### config.mk
export PLATFORM = sky130hd
export DESIGN_NAME = vga_cursor_ctrl
export DESIGN_NICKNAME = d
export VERILOG_FILES = /design/src/rtl/vga_cursor_ctrl_pkg.sv /design/src/rtl/vga_cursor_ctrl_debounce.sv /design/src/rtl/vga_cursor_ctrl.sv
export SDC_FILE = /design/constraint.sdc
export NUM_CORES = 1
export LEC_CHECK = 0
export CAP_MARGIN = 20
export CELL_PAD_IN_SITES_DETAIL_PLACEMENT = 1
export CELL_PAD_IN_SITES_GLOBAL_PLACEMENT = 1
export CORE_AREA = 2 2 135 137
export DETAILED_ROUTE_END_ITERATION = 6
export DIE_AREA = 0 0 137 139
export HOLD_SLACK_MARGIN = 0.1
export PLACE_DENSITY = 0.78
export SLEW_MARGIN = 5
export SYNTH_ARGS = -nofsm -noshare
export SYNTH_HDL_FRONTEND = slang
export SYNTH_SLANG_ARGS = --single-unit
export TNS_END_PERCENT = 20
### constraint.sdc
create_clock -name Clock -period 5 [get_ports Clock]
set_clock_uncertainty 0.15 [all_clocks]
set_input_delay 1 -clock Clock [delete_from_list [all_inputs] [get_ports Clock]]
set_output_delay 1 -clock Clock [all_outputs]
set_load 0.02 [all_outputs]
### src/rtl/vga_cursor_ctrl_pkg.sv
// Shared definitions for the cursor controller: button vector bit indices,
// default timing constants and the wrapping step helper used by the move logic.
package vga_cursor_ctrl_pkg;

   localparam int DIR_UP    = 0;
   localparam int DIR_DOWN  = 1;
   localparam int DIR_LEFT  = 2;
   localparam int DIR_RIGHT = 3;
   localparam int DIR_HOME  = 4;
   localparam int NUM_BTNS  = 5;
   localparam int NUM_DIRS  = 4;

   localparam int DEF_DEBOUNCE_CYCLES = 250000;
   localparam int DEF_REPEAT_DELAY    = 12500000;
   localparam int DEF_REPEAT_PERIOD   = 5000000;

   typedef enum logic [1:0] {
      STEP_NONE = 2'd0,
      STEP_DEC  = 2'd1,
      STEP_INC  = 2'd2
   } step_e;

   // Opposing presses on one axis cancel each other out.
   function automatic step_e stepFromPair(input logic dec, input logic inc);
      step_e step;
      step = STEP_NONE;
      if (dec && !inc) begin
         step = STEP_DEC;
      end else if (inc && !dec) begin
         step = STEP_INC;
      end
      return step;
   endfunction

   function automatic logic [3:0] stepPos(input logic [3:0] pos, input step_e step,
                                          input logic [3:0] maxPos);
      logic [3:0] next;
      next = pos;
      case (step)
         STEP_DEC: next = (pos == 4'd0) ? maxPos : pos - 4'd1;
         STEP_INC: next = (pos == maxPos) ? 4'd0 : pos + 4'd1;
         default:  next = pos;
      endcase
      return next;
   endfunction

endpackage

### src/rtl/vga_cursor_ctrl_debounce.sv
// One push-button front end: two-flop synchroniser, counting debouncer and a
// registered one-cycle pulse on each accepted rising level.
module button_debounce
   import vga_cursor_ctrl_pkg::*;
#(
   parameter int DEBOUNCE_CYCLES = DEF_DEBOUNCE_CYCLES
) (
   input  logic Clock,
   input  logic Reset,
   input  logic iRaw,
   output logic oLevel,
   output logic oRise
);

   localparam int CW = $clog2(DEBOUNCE_CYCLES + 1);
   localparam logic [CW-1:0] CNT_DONE = CW'(DEBOUNCE_CYCLES - 1);

   logic          sync1_q, sync2_q;
   logic          level_q, level_d;
   logic          rise_q, rise_d;
   logic [CW-1:0] cnt_q, cnt_d;

   // The count only runs while the synced input disagrees with the accepted
   // level; it flips the level on reaching the limit, so it never wraps.
   always_comb begin
      level_d = level_q;
      rise_d  = 1'b0;
      cnt_d   = '0;
      if (sync2_q != level_q) begin
         if (cnt_q == CNT_DONE) begin
            level_d = sync2_q;
            rise_d  = sync2_q;
         end else begin
            cnt_d = cnt_q + 1'b1;
         end
      end
   end

   always_ff @(posedge Clock) begin
      if (Reset) begin
         sync1_q <= 1'b0;
         sync2_q <= 1'b0;
         level_q <= 1'b0;
         rise_q  <= 1'b0;
         cnt_q   <= '0;
      end else begin
         sync1_q <= iRaw;
         sync2_q <= sync1_q;
         level_q <= level_d;
         rise_q  <= rise_d;
         cnt_q   <= cnt_d;
      end
   end

   assign oLevel = level_q;
   assign oRise  = rise_q;

endmodule

### src/rtl/vga_cursor_ctrl.sv
// Marked-block cursor for the checkerboard generator: debounced buttons with
// auto-repeat move a wrapping grid position that is shown at each vsync start.
module vga_cursor_ctrl
   import vga_cursor_ctrl_pkg::*;
#(
   parameter int BLOCKS_X        = 4,
   parameter int BLOCKS_Y        = 4,
   parameter int DEBOUNCE_CYCLES = DEF_DEBOUNCE_CYCLES,
   parameter int REPEAT_DELAY    = DEF_REPEAT_DELAY,
   parameter int REPEAT_PERIOD   = DEF_REPEAT_PERIOD
) (
   input  logic       Clock,
   input  logic       Reset,
   input  logic       iBtnUp,
   input  logic       iBtnDown,
   input  logic       iBtnLeft,
   input  logic       iBtnRight,
   input  logic       iBtnHome,
   input  logic       iVGAVerticalSync,
   output logic [3:0] oMarkedBlockPosX,
   output logic [3:0] oMarkedBlockPosY,
   output logic       oMoveFlag
);

   localparam logic [3:0]  MAX_X      = 4'(BLOCKS_X - 1);
   localparam logic [3:0]  MAX_Y      = 4'(BLOCKS_Y - 1);
   localparam logic [31:0] RPT_DELAY  = 32'(REPEAT_DELAY);
   localparam logic [31:0] RPT_PERIOD = 32'(REPEAT_PERIOD);
   localparam logic        RPT_EN     = (REPEAT_DELAY != 0);

   logic [NUM_BTNS-1:0] rawBtn, btnLevel, btnRise;
   logic [NUM_DIRS-1:0] held, dirEvent;
   logic                homeEvent, rptTick;

   logic [NUM_DIRS-1:0] heldPrev_q, heldPrev_d;
   logic [31:0]         rptCnt_q, rptCnt_d;
   logic                repeating_q, repeating_d;
   logic [3:0]          posX_q, posX_d, posY_q, posY_d;
   logic                moveFlag_q, moveFlag_d;
   logic                vsPrev_q;
   logic [3:0]          outX_q, outX_d, outY_q, outY_d;

   assign rawBtn[DIR_UP]    = iBtnUp;
   assign rawBtn[DIR_DOWN]  = iBtnDown;
   assign rawBtn[DIR_LEFT]  = iBtnLeft;
   assign rawBtn[DIR_RIGHT] = iBtnRight;
   assign rawBtn[DIR_HOME]  = iBtnHome;

   for (genvar g = 0; g < NUM_BTNS; g++) begin : gBtn
      button_debounce #(
         .DEBOUNCE_CYCLES(DEBOUNCE_CYCLES)
      ) uDebounce (
         .Clock (Clock),
         .Reset (Reset),
         .iRaw  (rawBtn[g]),
         .oLevel(btnLevel[g]),
         .oRise (btnRise[g])
      );
   end

   assign held = btnLevel[NUM_DIRS-1:0];

   // Counter holds the cycles since the held set last changed (or since the
   // last tick); the press cycle counts as 1 so ticks land exactly on the delay.
   always_comb begin
      heldPrev_d  = held;
      rptCnt_d    = rptCnt_q;
      repeating_d = repeating_q;
      rptTick     = 1'b0;
      if (held != heldPrev_q) begin
         rptCnt_d    = 32'd1;
         repeating_d = 1'b0;
      end else if (held == '0) begin
         rptCnt_d    = '0;
         repeating_d = 1'b0;
      end else if (RPT_EN && (rptCnt_q == (repeating_q ? RPT_PERIOD : RPT_DELAY))) begin
         rptTick     = 1'b1;
         rptCnt_d    = 32'd1;
         repeating_d = 1'b1;
      end else if (rptCnt_q != '1) begin
         rptCnt_d = rptCnt_q + 32'd1;
      end
   end

   assign dirEvent  = btnRise[NUM_DIRS-1:0] | ({NUM_DIRS{rptTick}} & held);
   assign homeEvent = btnRise[DIR_HOME];

   // Home wins over any direction; a single-block axis maps every step to 0.
   always_comb begin
      posX_d = posX_q;
      posY_d = posY_q;
      if (homeEvent) begin
         posX_d = 4'd0;
         posY_d = 4'd0;
      end else begin
         posX_d = stepPos(posX_q, stepFromPair(dirEvent[DIR_LEFT], dirEvent[DIR_RIGHT]), MAX_X);
         posY_d = stepPos(posY_q, stepFromPair(dirEvent[DIR_UP], dirEvent[DIR_DOWN]), MAX_Y);
      end
      moveFlag_d = (posX_d != posX_q) || (posY_d != posY_q);
   end

   always_comb begin
      outX_d = outX_q;
      outY_d = outY_q;
      if (vsPrev_q && !iVGAVerticalSync) begin
         outX_d = posX_q;
         outY_d = posY_q;
      end
   end

   always_ff @(posedge Clock) begin
      if (Reset) begin
         heldPrev_q  <= '0;
         rptCnt_q    <= '0;
         repeating_q <= 1'b0;
         posX_q      <= 4'd0;
         posY_q      <= 4'd0;
         moveFlag_q  <= 1'b0;
         vsPrev_q    <= 1'b0;
         outX_q      <= 4'd0;
         outY_q      <= 4'd0;
      end else begin
         heldPrev_q  <= heldPrev_d;
         rptCnt_q    <= rptCnt_d;
         repeating_q <= repeating_d;
         posX_q      <= posX_d;
         posY_q      <= posY_d;
         moveFlag_q  <= moveFlag_d;
         vsPrev_q    <= iVGAVerticalSync;
         outX_q      <= outX_d;
         outY_q      <= outY_d;
      end
   end

   assign oMarkedBlockPosX = outX_q;
   assign oMarkedBlockPosY = outY_q;
   assign oMoveFlag        = moveFlag_q;

endmodule

After elaboration in Yosys (flattened, before gate mapping)
Cells that the tools add are included.

cells by class
  $add $sub $neg = 10
  multipliers = 0
  div/mod/pow operators = 0
  order comparisons = 0
  equal/unequal tests = 21
  shift-type cells = 0
  mux-type cells = 22
  bitwise logic cells = 12
  reduce and logical (&&, ||, !) cells = 32

operators with widths
  cell                     number
  $add A18 B1 Y18 const B  5
  $eq A18 B18 Y1 const B   5
  $reduce_or A3 Y1         11
  $add A32 B1 Y32 const B  1
  $eq A32 B24 Y1           1
  $ne A32 B32 Y1 const B   1
  $mux W24                 1
  $mux W4                  6
  $pmux W4 S2              2
  $logic_not A4 Y1         3
  $mux W2                  6
  $ne A4 B4 Y1             3
  $not A1 Y1               10
  $reduce_and A2 Y1        5
  $add A4 B1 Y4 const B    2
  $eq A4 B2 Y1 const B     2
  $sub A4 B1 Y4 const B    2
  $mux W1                  7
  $logic_and A1 B1 Y1      5
  $logic_not A1 Y1         5
  $ne A1 B1 Y1             5
  $and A4 B4 Y4            1
  $eq A2 B1 Y1 const B     2
  $eq A2 B2 Y1 const B     2
  other kinds (4)          4

storage, ports and cells
  register bits after elaboration = 165
  bits in latches = 0
  RAM bits = 0
  memory bits (read-only) = 0
  output and inout port bits = 9
  word-level logic and storage cells = 132
  memories kept = 0

Logic depth before layout (Yosys ltp)
Gate-level depths: netlist of run 1.

  word-level depth = 17
  mapped depth = 14
  gate-level depth less buffers = 13

By module
A second synthesis of run 1 with hierarchy kept.

second synthesis, totals
  cell total of the unflattened synthesis = 958
  area total of the unflattened synthesis = 8,328.0 µm²

by module, submodules not included
  module           times used  cells each  area each (µm²)  sequential area each (µm²)
  button_debounce  5           106         965.9            440.4
  vga_cursor_ctrl  1           428         3,498.4          1,101.1

Worst setup path before layout of run 1
No wires, ideal clock.

  path kind = reg2reg
  from = register rptCnt_q[5]
  to = register moveFlag_q, in the netlist oMoveFlag
  arrival = 3.324 ns
  path slack = 1.386 ns
  stages on the path, launching flop included = 14
  clock period less this slack = 3.614 ns
  path through = dfxtp_1 > buf_2 > or3b_2 > a211oi_1 > o211ai_1 > nor3_1 > a21o_1 > ha_1 > clkbuf_1 > mux2i_1 > and2_1 > a221o_1 > a2111oi_0 > a41oi_1

on the way
  cells in the longest elaborated chain, start to end = 16

RTL lines
  item                                          RTL line                   text
  from (decl)                                   vga_cursor_ctrl.sv:36      logic [31:0] rptCnt_q, rptCnt_d;
  from (signal assigned)                        vga_cursor_ctrl.sv:124     rptCnt_q <= rptCnt_d;
  $eq A32 B24 Y1 (*)                            vga_cursor_ctrl.sv:76      end else if (RPT_EN && (rptCnt_q == (repeating_q ? RPT_PERIOD : RPT_DELAY))) begin
  $mux W1 (*)                                   vga_cursor_ctrl.sv:76
  $mux W1 (*)                                   vga_cursor_ctrl.sv:73      end else if (held == '0) begin
  $mux W1 (*)                                   vga_cursor_ctrl.sv:70      if (held != heldPrev_q) begin
  $and A4 B4 Y4 (*)                             vga_cursor_ctrl.sv:85      assign dirEvent = btnRise[NUM_DIRS-1:0] | ({NUM_DIRS{rptTick}} & held);
  $or A4 B4 Y4 (*)                              vga_cursor_ctrl.sv:85
  $logic_not A1 Y1                              vga_cursor_ctrl_pkg.sv:29  end else if (inc && !dec) begin
  $logic_and A1 B1 Y1                           vga_cursor_ctrl_pkg.sv:29
  $mux W2                                       vga_cursor_ctrl_pkg.sv:29
  $mux W2                                       vga_cursor_ctrl_pkg.sv:27  if (dec && !inc) begin
  $mux W2                                       vga_cursor_ctrl.sv:92      if (homeEvent) begin
  $eq A2 B2 Y1 or $eq A2 B1 Y1 (tied branches)  vga_cursor_ctrl_pkg.sv:39  case (step)
  $pmux W4 S2                                   vga_cursor_ctrl_pkg.sv:39
  $mux W4                                       vga_cursor_ctrl.sv:92
  $ne A4 B4 Y1                                  vga_cursor_ctrl.sv:99      moveFlag_d = (posX_d != posX_q) || (posY_d != posY_q);
  $logic_or A1 B1 Y1 (*)                        vga_cursor_ctrl.sv:99
  to (signal assigned)                          vga_cursor_ctrl.sv:128     moveFlag_q <= moveFlag_d;
  to (decl)                                     vga_cursor_ctrl.sv:39      logic moveFlag_q, moveFlag_d;

Every way passes the cells marked *; elsewhere a longest branch is shown, timed or not. The select of a mux whose other input is x is not followed.
A chain may end at the register's enable or synchronous reset.

Final worst setup path of run 1
Same ends and word-level chain as after synthesis.

==> results of run 1 <==
==> stage by stage <==
| stage | power, mW | setup slack, ns | area (µm²) |
|---|---|---|---|
| final | 2.71 | 0.622 | 8700 |
| after global routing | 2.81 | 0.254 | 8700 |
| after CTS | 2.75 | 0.699 | 8670 |
| after detailed placement | 1.38 | 0.766 | 8060 |
| after global placement | 1.38 | 0.960 | 8060 |
| after floorplan | 1.37 | 1.39 | 7800 |
==> area by class of cell <==
class                           count  area [µm²]  area share
Multi-Input combinational cell    679        4210       0.484
Sequential cell                   165        3300       0.380
Clock buffer                       18         439      0.0505
Tap cell                          229         287      0.0329
Timing Repair Buffer               17         183      0.0210
Clock inverter                     13         169      0.0194
Inverter                           28         105      0.0121
==> layout by cell type (no fill, tap or decap), types with 5 or more instances in the layout <==
cell type	count
o31ai_1	12
dfxtp_1	165
xnor2_1	64
clkdlybuf4s50_1	15
xor2_1	37
a21o_1	9
and2_1	5
nor4b_1	11
a21oi_1	32
nor3b_1	7
nor2_1	159
clkbuf_16	17
or4_1	14
or3_1	11
nand2b_1	5
nand3_1	43
nand4b_1	5
and4_1	9
nand4_1	33
nor4_1	22
ha_1	17
nor3_1	22
mux2i_1	17
inv_1	28
and3_1	9
or2_2	6
inv_6	6
nand2_1	55
nor2b_1	22
o21ai_0	13
==> where the power goes <==
part | internal, mW | switching [mW]
clock network | 0.807 | 0.557
registers | 1.32 | 0.00319
logic | 0.0106 | 0.0162
==> worst min path at each step <==
| stage | slack (ns) | endpoint | from |
|---|---|---|---|
| floorplan | 0.26 | gBtn[2].uDebounce.cnt_q[0] | gBtn[2].uDebounce.cnt_q[0] |
| detailed placement | 0.28 | gBtn[1].uDebounce.sync2_q | gBtn[1].uDebounce.sync1_q |
| global route | 0.31 | gBtn[1].uDebounce.sync2_q | gBtn[1].uDebounce.sync1_q |
| finish | 0.29 | gBtn[1].uDebounce.sync2_q | gBtn[1].uDebounce.sync1_q |
| CTS | 0.29 | gBtn[1].uDebounce.sync2_q | gBtn[1].uDebounce.sync1_q |
| global placement | 0.27 | gBtn[1].uDebounce.sync2_q | gBtn[1].uDebounce.sync1_q |
==> critical path, delay by kind of cell (launching register included) <==
family	cells	cell delay (ns)
simple gates	3	1.31
buf+inv	1	0.15
fa+ha+maj	1	0.46
flops	1	0.53
compound gates	6	1.62
==> Yosys cell counts, drive strengths merged (17+ instances only) <==
cell type	instances
nor2b	22
nand2	55
ha	17
xor2	37
dfxtp	165
clkbuf	35
nor2	159
a21oi	32
nand4	34
xnor2	64
nor3	22
mux2i	17
inv	28
nor4	23
nand3	43
==> per-layer routing <==
| layer | track usage | part of all wire |
|---|---|---|
| met1 | 0.257 | 0.47 |
| met2 | 0.328 | 0.49 |
| met3 | 0.0417 | 0.025 |
| met4 | 0.0586 | 0.014 |
| met5 | 0 | 0 |
==> state kept, by name, summed over array words and instances (netlist names) <==
signal / cells
repeating_q: 1
oMarkedBlockPosX: 4
oMarkedBlockPosY: 4
vsPrev_q: 1
gBtn.uDebounce.oLevel: 5
heldPrev_q: 4
gBtn.uDebounce.cnt_q: 90
posX_q: 4
gBtn.uDebounce.sync2_q: 5
posY_q: 4
rptCnt_q: 32
oMoveFlag: 1
gBtn.uDebounce.oRise: 5
gBtn.uDebounce.sync1_q: 5
==> cell families after synthesis <==
| logic type | Yosys count | synth area share |
|---|---|---|
| and+or+nand+nor | 447 | 0.296 |
| AOI/OAI and AO/OA | 97 | 0.0821 |
| xor gates and xnor gates | 101 | 0.113 |
| muxes | 17 | 0.0218 |
| buffers and inverters | 69 | 0.0363 |
| DFF | 165 | 0.424 |
| adders and majority gates | 17 | 0.0273 |
==> reports/results.txt, run 1 <==
DRC Markers = 0
setup TNS = 0 ns
clk buf depth = 2
I/O Buffers = 16
number of nets in the layout = 933
Synthesized Nets = 938
final hold viol count = 0
synth unique cells = 60
Post-Syn Area = 7800 µm²
RSZ-0062 raised after global routing = false
CTS tree = built
Max stage delay cell, worst path = nor3_1
syn_area_per_cell = 8.54 µm²
final setup violation count = 0
max-slew violations = 0
die width = 137 µm
CP Launch Point = rptCnt_q[5]
routed vias/inst = 5.51
# Post-CTS Setup Buffers = 0
layout cell share with drive strength beyond 1 = 0.0489
grt total ovfl = 0
Total Routing Usage GR = 0.198
max incr delay on CP = 0.64 ns
Cells after Synth = 913
initial antenna violation count = 0
register area share after synthesis = 0.424
pin count of the biggest net entering global routing = 44
f_max = 0.228 GHz
CP endpoint = oMoveFlag
Pleak = 2.65 nW
Synth top area share = 0.424
count of flip-flops with a built-in enable after synthesis = 0
critical path peak fanout = 10
final cell count without fillers = 1149
Final period util = 0.876
Clock Tree Root = clkbuf_16
Synth Flop Type = dfxtp_1
WP data required = 5.12 ns
Worst Reg2Reg Path Length in Cells = 11
Iter 0 DRT Violations = 289
startpoint type of the worst setup path = register
Starting Density = 0.442
HPWL Detailed = 11800 µm
post-CTS sizing = 0
Crit Path Class = register to register
worst-path cell chain = or3b_2 > a211oi_1 > o211ai_1 > nor3_1 > a21oi_1 > ha_1 > inv_1 > and2_1 > a221o_1 > a2111oi_0 > a41oi_1
drt first pass iters = 4
final core occ = 0.493
first-pass GRT wire length = 31000 µm
dpl cells = 1117
asr flop ratio synth = 0
worst hold path class = register to register
I/O pins = 17
Critical R2R Capture = oMoveFlag
Area Overhead vs Synth = 11.5%
Synth area leaders = dfxtp_1 42%, nor2_1 7.7%, xnor2_1 7.2%
Power Density = 312 nW/µm²
Final GP Congestion = 0.843
number of diodes = 0
wire length per cell = 15.5 µm
Die ar. = 19000 µm²
worst vdd ir = 235 µV
r2r setup slk = 0.62 ns
Vias = 6336
Die Ht = 139 µm
Max Cap Viol = 0
floorplan row count = 49
CTS Hold Bufs = 0
CP arrival = 4.50 ns
Num CTS Buffers = 17
Rel. slew slack = 0.339
crit path capture type = register
WHS Path Cells = 1
CTS Sinks = 165
H-tree depth = 4
#FFs+latches synth = 165
Tmin final = 4.38 ns
Hold WS = 0.289 ns
reg2reg start = rptCnt_q[5]
antenna viol nets, final = 0
Core Box Area = 17700 µm²
dominant cell type by area after synthesis = dfxtp_1
Clock Latency Late Sink = 0.43 ns
synth warn = 0
worst slew pin tran = 0.991 ns
Routed WL = 17800 µm
filler cell count = 2097
status = finished, final reports clean
number of global-route vias before repair = 6473
clock-pin slew on the worst setup and hold paths = 0.07 ns
(Power assumes the default switching activity.)
==> run 2: changes to the inputs <==
--- a/config.mk
+++ b/config.mk
@@ -9,6 +9,7 @@
 export CELL_PAD_IN_SITES_DETAIL_PLACEMENT = 1
 export CELL_PAD_IN_SITES_GLOBAL_PLACEMENT = 1
 export CORE_AREA = 2 2 135 137
+export CTS_BUF_LIST = sky130_fd_sc_hd__clkbuf_8 sky130_fd_sc_hd__clkbuf_16
 export DETAILED_ROUTE_END_ITERATION = 6
 export DIE_AREA = 0 0 137 139
 export HOLD_SLACK_MARGIN = 0.1
==> results of run 2 <==
Final layout, timing and power as in run 1 (identical DEF).
